File: config.mk
export PLATFORM = sky130hd
export DESIGN_NAME = mem_arbiter
export DESIGN_NICKNAME = d
export VERILOG_FILES = /design/src/rtl/mem_arbiter.sv
export SDC_FILE = /design/constraint.sdc
export NUM_CORES = 1
export LEC_CHECK = 0
export CAP_MARGIN = 0
export CORE_MARGIN = 1
export CORE_UTILIZATION = 39
export DETAILED_ROUTE_END_ITERATION = 7
export MAX_ROUTING_LAYER = met4
export PLACE_DENSITY = 0.77
export SLEW_MARGIN = 10
export SYNTH_ARGS = -nofsm -noshare
export SYNTH_HDL_FRONTEND = slang
export SYNTH_SLANG_ARGS = --single-unit
File: constraint.sdc
create_clock -name clk_i -period 2 [get_ports clk_i]
set_input_delay 0.5 -clock clk_i [delete_from_list [all_inputs] [get_ports clk_i]]
set_output_delay 0.5 -clock clk_i [all_outputs]
set_load 0.02 [all_outputs]
File: src/rtl/mem_arbiter.sv
// Two-requester arbiter (fetch + data) in front of a single-port memory bus.
// Data has priority; a starvation counter forces a fetch grant, and a watchdog aborts stuck grants.
module mem_arbiter #(
  parameter int XLEN       = 32,
  parameter int STARVE_MAX = 4,
  parameter int TIMEOUT    = 255
) (
  input  logic              clk_i,
  input  logic              rst_i,
  input  logic              if_req_i,
  input  logic [XLEN-1:0]   if_addr_i,
  output logic [XLEN-1:0]   if_rdata_o,
  output logic              if_ack_o,
  input  logic              mem_req_i,
  input  logic              mem_we_i,
  input  logic [XLEN-1:0]   mem_addr_i,
  input  logic [XLEN-1:0]   mem_wdata_i,
  input  logic [XLEN/8-1:0] mem_wstrb_i,
  output logic [XLEN-1:0]   mem_rdata_o,
  output logic              mem_ack_o,
  output logic              bus_req_o,
  output logic              bus_we_o,
  output logic [XLEN-1:0]   bus_addr_o,
  output logic [XLEN-1:0]   bus_wdata_o,
  output logic [XLEN/8-1:0] bus_wstrb_o,
  input  logic [XLEN-1:0]   bus_rdata_i,
  input  logic              bus_ack_i,
  output logic              err_o
);

  localparam int SW = XLEN / 8;
  localparam int TW = (TIMEOUT < 2) ? 1 : $clog2(TIMEOUT + 1);
  localparam int CW = (STARVE_MAX < 1) ? 1 : $clog2(STARVE_MAX + 1);

  typedef enum logic [1:0] {IDLE, GNT_IF, GNT_MEM, RESP} state_t;

  state_t          state, state_nxt;
  logic            owner_if;
  logic            we_q;
  logic [XLEN-1:0] addr_q, wdata_q;
  logic [SW-1:0]   wstrb_q;
  logic [TW-1:0]   tmo_cnt;
  logic [CW-1:0]   starve_cnt;
  logic            err_q;
  logic            any_req, pick_if, in_gnt, tmo_hit;

  assign any_req = if_req_i | mem_req_i;
  assign pick_if = if_req_i & (~mem_req_i | (starve_cnt == CW'(STARVE_MAX)));
  assign in_gnt  = (state == GNT_IF) | (state == GNT_MEM);
  // A bus ack in the final watchdog cycle still completes normally.
  assign tmo_hit = in_gnt & ~bus_ack_i & (tmo_cnt == TW'(TIMEOUT - 1));

  always_ff @(posedge clk_i or negedge rst_i) begin
    if (!rst_i) state <= IDLE;
    else        state <= state_nxt;
  end

  always_comb begin
    state_nxt = state;
    case (state)
      IDLE:            if (any_req) state_nxt = pick_if ? GNT_IF : GNT_MEM;
      GNT_IF, GNT_MEM: if (bus_ack_i || tmo_hit) state_nxt = RESP;
      RESP:            state_nxt = IDLE;
      default:         state_nxt = IDLE;
    endcase
  end

  always_ff @(posedge clk_i or negedge rst_i) begin
    if (!rst_i) begin
      owner_if    <= 1'b0;
      we_q        <= 1'b0;
      addr_q      <= '0;
      wdata_q     <= '0;
      wstrb_q     <= '0;
      tmo_cnt     <= '0;
      starve_cnt  <= '0;
      err_q       <= 1'b0;
      if_rdata_o  <= '0;
      mem_rdata_o <= '0;
    end else begin
      case (state)
        IDLE: if (any_req) begin
          tmo_cnt  <= '0;
          err_q    <= 1'b0;
          owner_if <= pick_if;
          if (pick_if) begin
            addr_q     <= if_addr_i;
            we_q       <= 1'b0;
            wdata_q    <= '0;
            wstrb_q    <= '0;
            starve_cnt <= '0;
          end else begin
            addr_q  <= mem_addr_i;
            we_q    <= mem_we_i;
            wdata_q <= mem_wdata_i;
            wstrb_q <= mem_wstrb_i;
            if (if_req_i && starve_cnt != CW'(STARVE_MAX))
              starve_cnt <= starve_cnt + CW'(1);
          end
        end
        GNT_IF, GNT_MEM: begin
          if (bus_ack_i) begin
            if (state == GNT_IF) if_rdata_o  <= bus_rdata_i;
            else                 mem_rdata_o <= bus_rdata_i;
          end else if (tmo_hit) begin
            err_q <= 1'b1;
            if (state == GNT_IF) if_rdata_o  <= '0;
            else                 mem_rdata_o <= '0;
          end else begin
            tmo_cnt <= tmo_cnt + TW'(1);
          end
        end
        default: ;
      endcase
    end
  end

  // Bus fields come only from the latched copy, so requester changes mid-grant are invisible.
  assign bus_req_o   = in_gnt;
  assign bus_we_o    = (state == GNT_MEM) & we_q;
  assign bus_addr_o  = in_gnt ? addr_q : '0;
  assign bus_wdata_o = (state == GNT_MEM) ? wdata_q : '0;
  assign bus_wstrb_o = (state == GNT_MEM) ? wstrb_q : '0;

  assign if_ack_o  = (state == RESP) &  owner_if;
  assign mem_ack_o = (state == RESP) & ~owner_if;
  assign err_o     = (state == RESP) &  err_q;

endmodule
==> impl_metrics.py, run 1 <==
metrics = {
    "power_and_ir_drop": {
        "total_power_mw": 19.0,
        "leakagePower_nw": 5.22,
        "intPower_mw": 11.8,
        "swShare_pct": 37.9,
        "clkPwrFrac_pct": 17.0,
        "ir_drop_mv": 0.952,
        "pwr-share-seq_pct": 27.2,
        "switchingPower_mw": 7.22,
        "combPwrFrac_pct": 55.8,
        "p_per_area_mw_per_mm2": 1740,
    },
    "critical_path": {
        "crit_start": "state[0]",
        "timing.rr.start": "state[0]",
        "cp_data_required_time_ns": 1.50,
        "regToRegSetupSlack_ns": 0.11,
        "cp_max_fo": 8,
        "crit_chain": "inv_2, ha_4, buf_6, buf_16, and2_4, buf_6",
        "endpoint_kind": "output port",
        "reg2reg_depth": 8,
        "crit_path_end": "bus_addr_o[6]",
        "r2r-end": "state[1]",
        "startpoint_type": "flop",
        "cpMostUsedCell": "buf_6",
        "worstSetupPathType": "flop to output port",
        "arrival_ns": 1.67,
        "max_stage_delay_ns": 0.36,
        "critPathSlowestCell": "dfrtp_1",
    },
    "detailed_routing": {
        "viasPerCell": 5.02,
        "postRouteWirelength_mm": 20.1,
        "firstDrtPassIters": 4,
        "antenna_left": 0,
        "wl_per_cell_um": 17.4,
        "drcViolationCount": 0,
        "initialDrtViolationCount": 253,
        "vias": 5803,
    },
    "global_route": {
        "grtUsageTotal_pct": 24.3,
        "grt_pass1_vias": 5875,
        "grt_pass1_wl_mm": 31.5,
        "grt_antenna_before_repair": 2,
        "grt_max_degree": 46,
        "grt-ovfl-total": 0,
    },
    "die": {
        "fp.dieW_um": 132,
        "core_area_mm2": 0.0165,
        "die_h_um": 132,
        "die-area_mm2": 0.0174,
        "boundaryPins": 275,
        "row_count": 47,
        "initial_core_util_pct": 39.9,
    },
    "clock_network": {
        "cts_root_buf": "clkbuf_16",
        "cts.sinks": 148,
        "clock_path_buffers": 2,
        "cts.reportedPaths.clkPinSlew_ns": 0.06,
        "h-tree-depth": 4,
        "cts_tree": "yes",
        "cts_made_buffers": 17,
        "clock_latency_ns": 0.42,
    },
    "timing": {
        "finalCriticalPeriod_ns": 2.17,
        "rsz0062_at_grt": "yes",
        "period_share_pct": 108,
        "fin_hold_ws_ns": 0.471,
        "fin_ws_ns": -0.169,
        "final-setup-viol-count": 70,
        "fmax_ghz": 0.461,
        "tightest_slew_ns": 0.365,
        "hold_violations": 0,
        "slew_violations": 0,
        "fin_skew_ns": 0.0111,
        "maxSlewHeadroom_pct": 75.7,
    },
    "finish": {
        "fin_util_pct": 66.1,
        "areaGrowthSynthToFinish_pct": 65.8,
        "fin_nets": 1067,
        "fin_area_mm2": 0.0109,
        "instances_no_fill": 1156,
        "drive_gt1_share_pct": 24.5,
        "fillerInstances": 1251,
    },
    "status": {
        "status": "complete, but fails checks",
        "violations": "negative setup slack",
    },
    "synthesis": {
        "synth_seq_area_share_pct": 56.2,
        "syn_inst": 621,
        "synth.distinct_cells": 36,
        "synth_most_common_cell": "dfrtp_1",
        "avgSynthCellArea_um2": 10.6,
        "synthFlopType": "dfrtp_1",
        "synth_edf_count": 0,
        "synth.area.top_cells": "dfrtp_1, a22o_1, and2_1, nand2_1, o21ai_0",
        "synth_seq_cells": 148,
        "ys_warn_count": 0,
        "synth_top_cell_by_area": "dfrtp_1",
        "syn-num-nets": 767,
        "async_flop_share_pct": 100,
        "synthTopCellsByCount": "dfrtp_1, nand2_1, o21ai_0",
        "synth_top_area_share_pct": 56.2,
        "netlist_area_mm2": 0.00659,
    },
    "place": {
        "dp_cells": 1108,
        "hpwl_mm": 13.5,
        "post_dp_cell_area_mm2": 0.00984,
        "place_congestion": 0.800,
        "io_buffers": 274,
    },
    "worst_hold_path": {
        "worstHoldStart": "wstrb_q[1]",
        "min_path_type": "flop to flop",
    },
    "job": {
        "max_cap_viol_count": 0,
    },
}
power by group through the flow:
stage / Combinational, mW / Sequential [mW] / Clock (mW)
final: 10.6 / 5.17 / 3.24
after global routing: 11.4 / 5.34 / 3.39
after global placement: 8.68 / 5.14 / 0
after floorplan: 4.11 / 5.68 / 0
after detailed placement: 8.85 / 5.13 / 0
after CTS: 10.5 / 5.14 / 3.28
state kept, by name, summed over array words and instances, names as in the netlist:
signal       cells
addr_q          32
mem_rdata_o     32
if_rdata_o      32
starve_cnt       3
wstrb_q          4
err_q            1
wdata_q         32
tmo_cnt          8
state            2
we_q             1
owner_if         1
timing repair:
item | 4_1_cts | 5_1_grt
resized for setup | 473 | 30
endpoints found under the setup margin | 75 | 74
hold endpoints to repair | 36 | 0
buffers inserted | 7 | 2
gates cloned | 4 | 2
pin swaps | 2 | 2
hold buffers | 1 | 0
final cells by class:
class / instances / area [µm²] / share of cell area (%)
clock buffers: 17 / 425 / 3.89
repair buffers: 328 / 3510 / 32.1
flip-flops and latches: 148 / 3700 / 33.9
multi-input cells: 420 / 2820 / 25.8
well taps: 220 / 275 / 2.52
inverters: 6 / 22.5 / 0.206
clock inverters: 15 / 171 / 1.57
diodes: 2 / 5.00 / 0.0458
critical path, delay by kind of cell (launching register included):
family | cells | cell delay, ns
adder cells (fa/ha/maj) | 1 | 0.31
flip-flops | 1 | 0.36
AND/OR/NAND/NOR | 1 | 0.14
buffers and inverters | 4 | 0.44
routing by layer:
| layer | global-route usage (%) | up-vias | routed length, µm |
|---|---|---|---|
| met1 | 29.9 | 2804 | 8430 |
| met3 | 6.07 | 19 | 1570 |
| met5 | - | - | 0 |
| li1 | - | 2741 | - |
| met4 | 7.43 | 0 | 268 |
| met2 | 39.3 | 239 | 9860 |
worst min-delay path by stage:
stage	end	depth (start not counted)
after floorplan	addr_q[0]	0
after global routing	wstrb_q[1]	2
after CTS	wdata_q[1]	2
after global placement	mem_rdata_o[7]	1
after detailed placement	if_rdata_o[8]	1
final	wstrb_q[1]	2
metrics by stage:
step | worst slack [ns] | TNS [ns]
after floorplan | 0.00163 | 0
after global placement | -0.169 | -11.14
after detailed placement | -0.201 | -14.12
after CTS | -0.190 | -10.14
after global routing | -0.233 | -13.64
final | -0.169 | -9.47
kinds of logic after synthesis:
logic type	Yosys count	synth area share, %
xor gates and xnor gates	1	0.133
AOI/OAI and AO/OA	162	16.8
buffers and inverters	53	4.06
DFF	148	56.2
adders and majority gates	8	1.52
and+or+nand+nor	214	16.0
muxes	35	5.33
cells in the final DEF (no fill, tap or decap), types with 13 or more instances in the layout:
| master | Yosys | final |
|---|---|---|
| a22o_1 | 66 | 66 |
| and2_1 | 72 | 15 |
| and2_4 | 0 | 58 |
| buf_12 | 0 | 13 |
| buf_4 | 9 | 33 |
| buf_6 | 3 | 73 |
| clkbuf_16 | 0 | 19 |
| clkdlybuf4s50_1 | 0 | 200 |
| dfrtp_1 | 148 | 148 |
| mux2i_1 | 34 | 34 |
| nand2_1 | 113 | 113 |
| o21ai_0 | 74 | 73 |
Power figures use the tool's default switching activity.
==> inputs of run 2 (changes only) <==
--- a/config.mk
+++ b/config.mk
@@ -8,6 +8,7 @@
 export CAP_MARGIN = 0
 export CORE_MARGIN = 1
 export CORE_UTILIZATION = 39
+export CTS_BUF_LIST = sky130_fd_sc_hd__clkbuf_16
 export DETAILED_ROUTE_END_ITERATION = 7
 export MAX_ROUTING_LAYER = met4
 export PLACE_DENSITY = 0.77
==> results of run 2 <==
No change in the layout: final DEF, timing and power equal those of run 1.
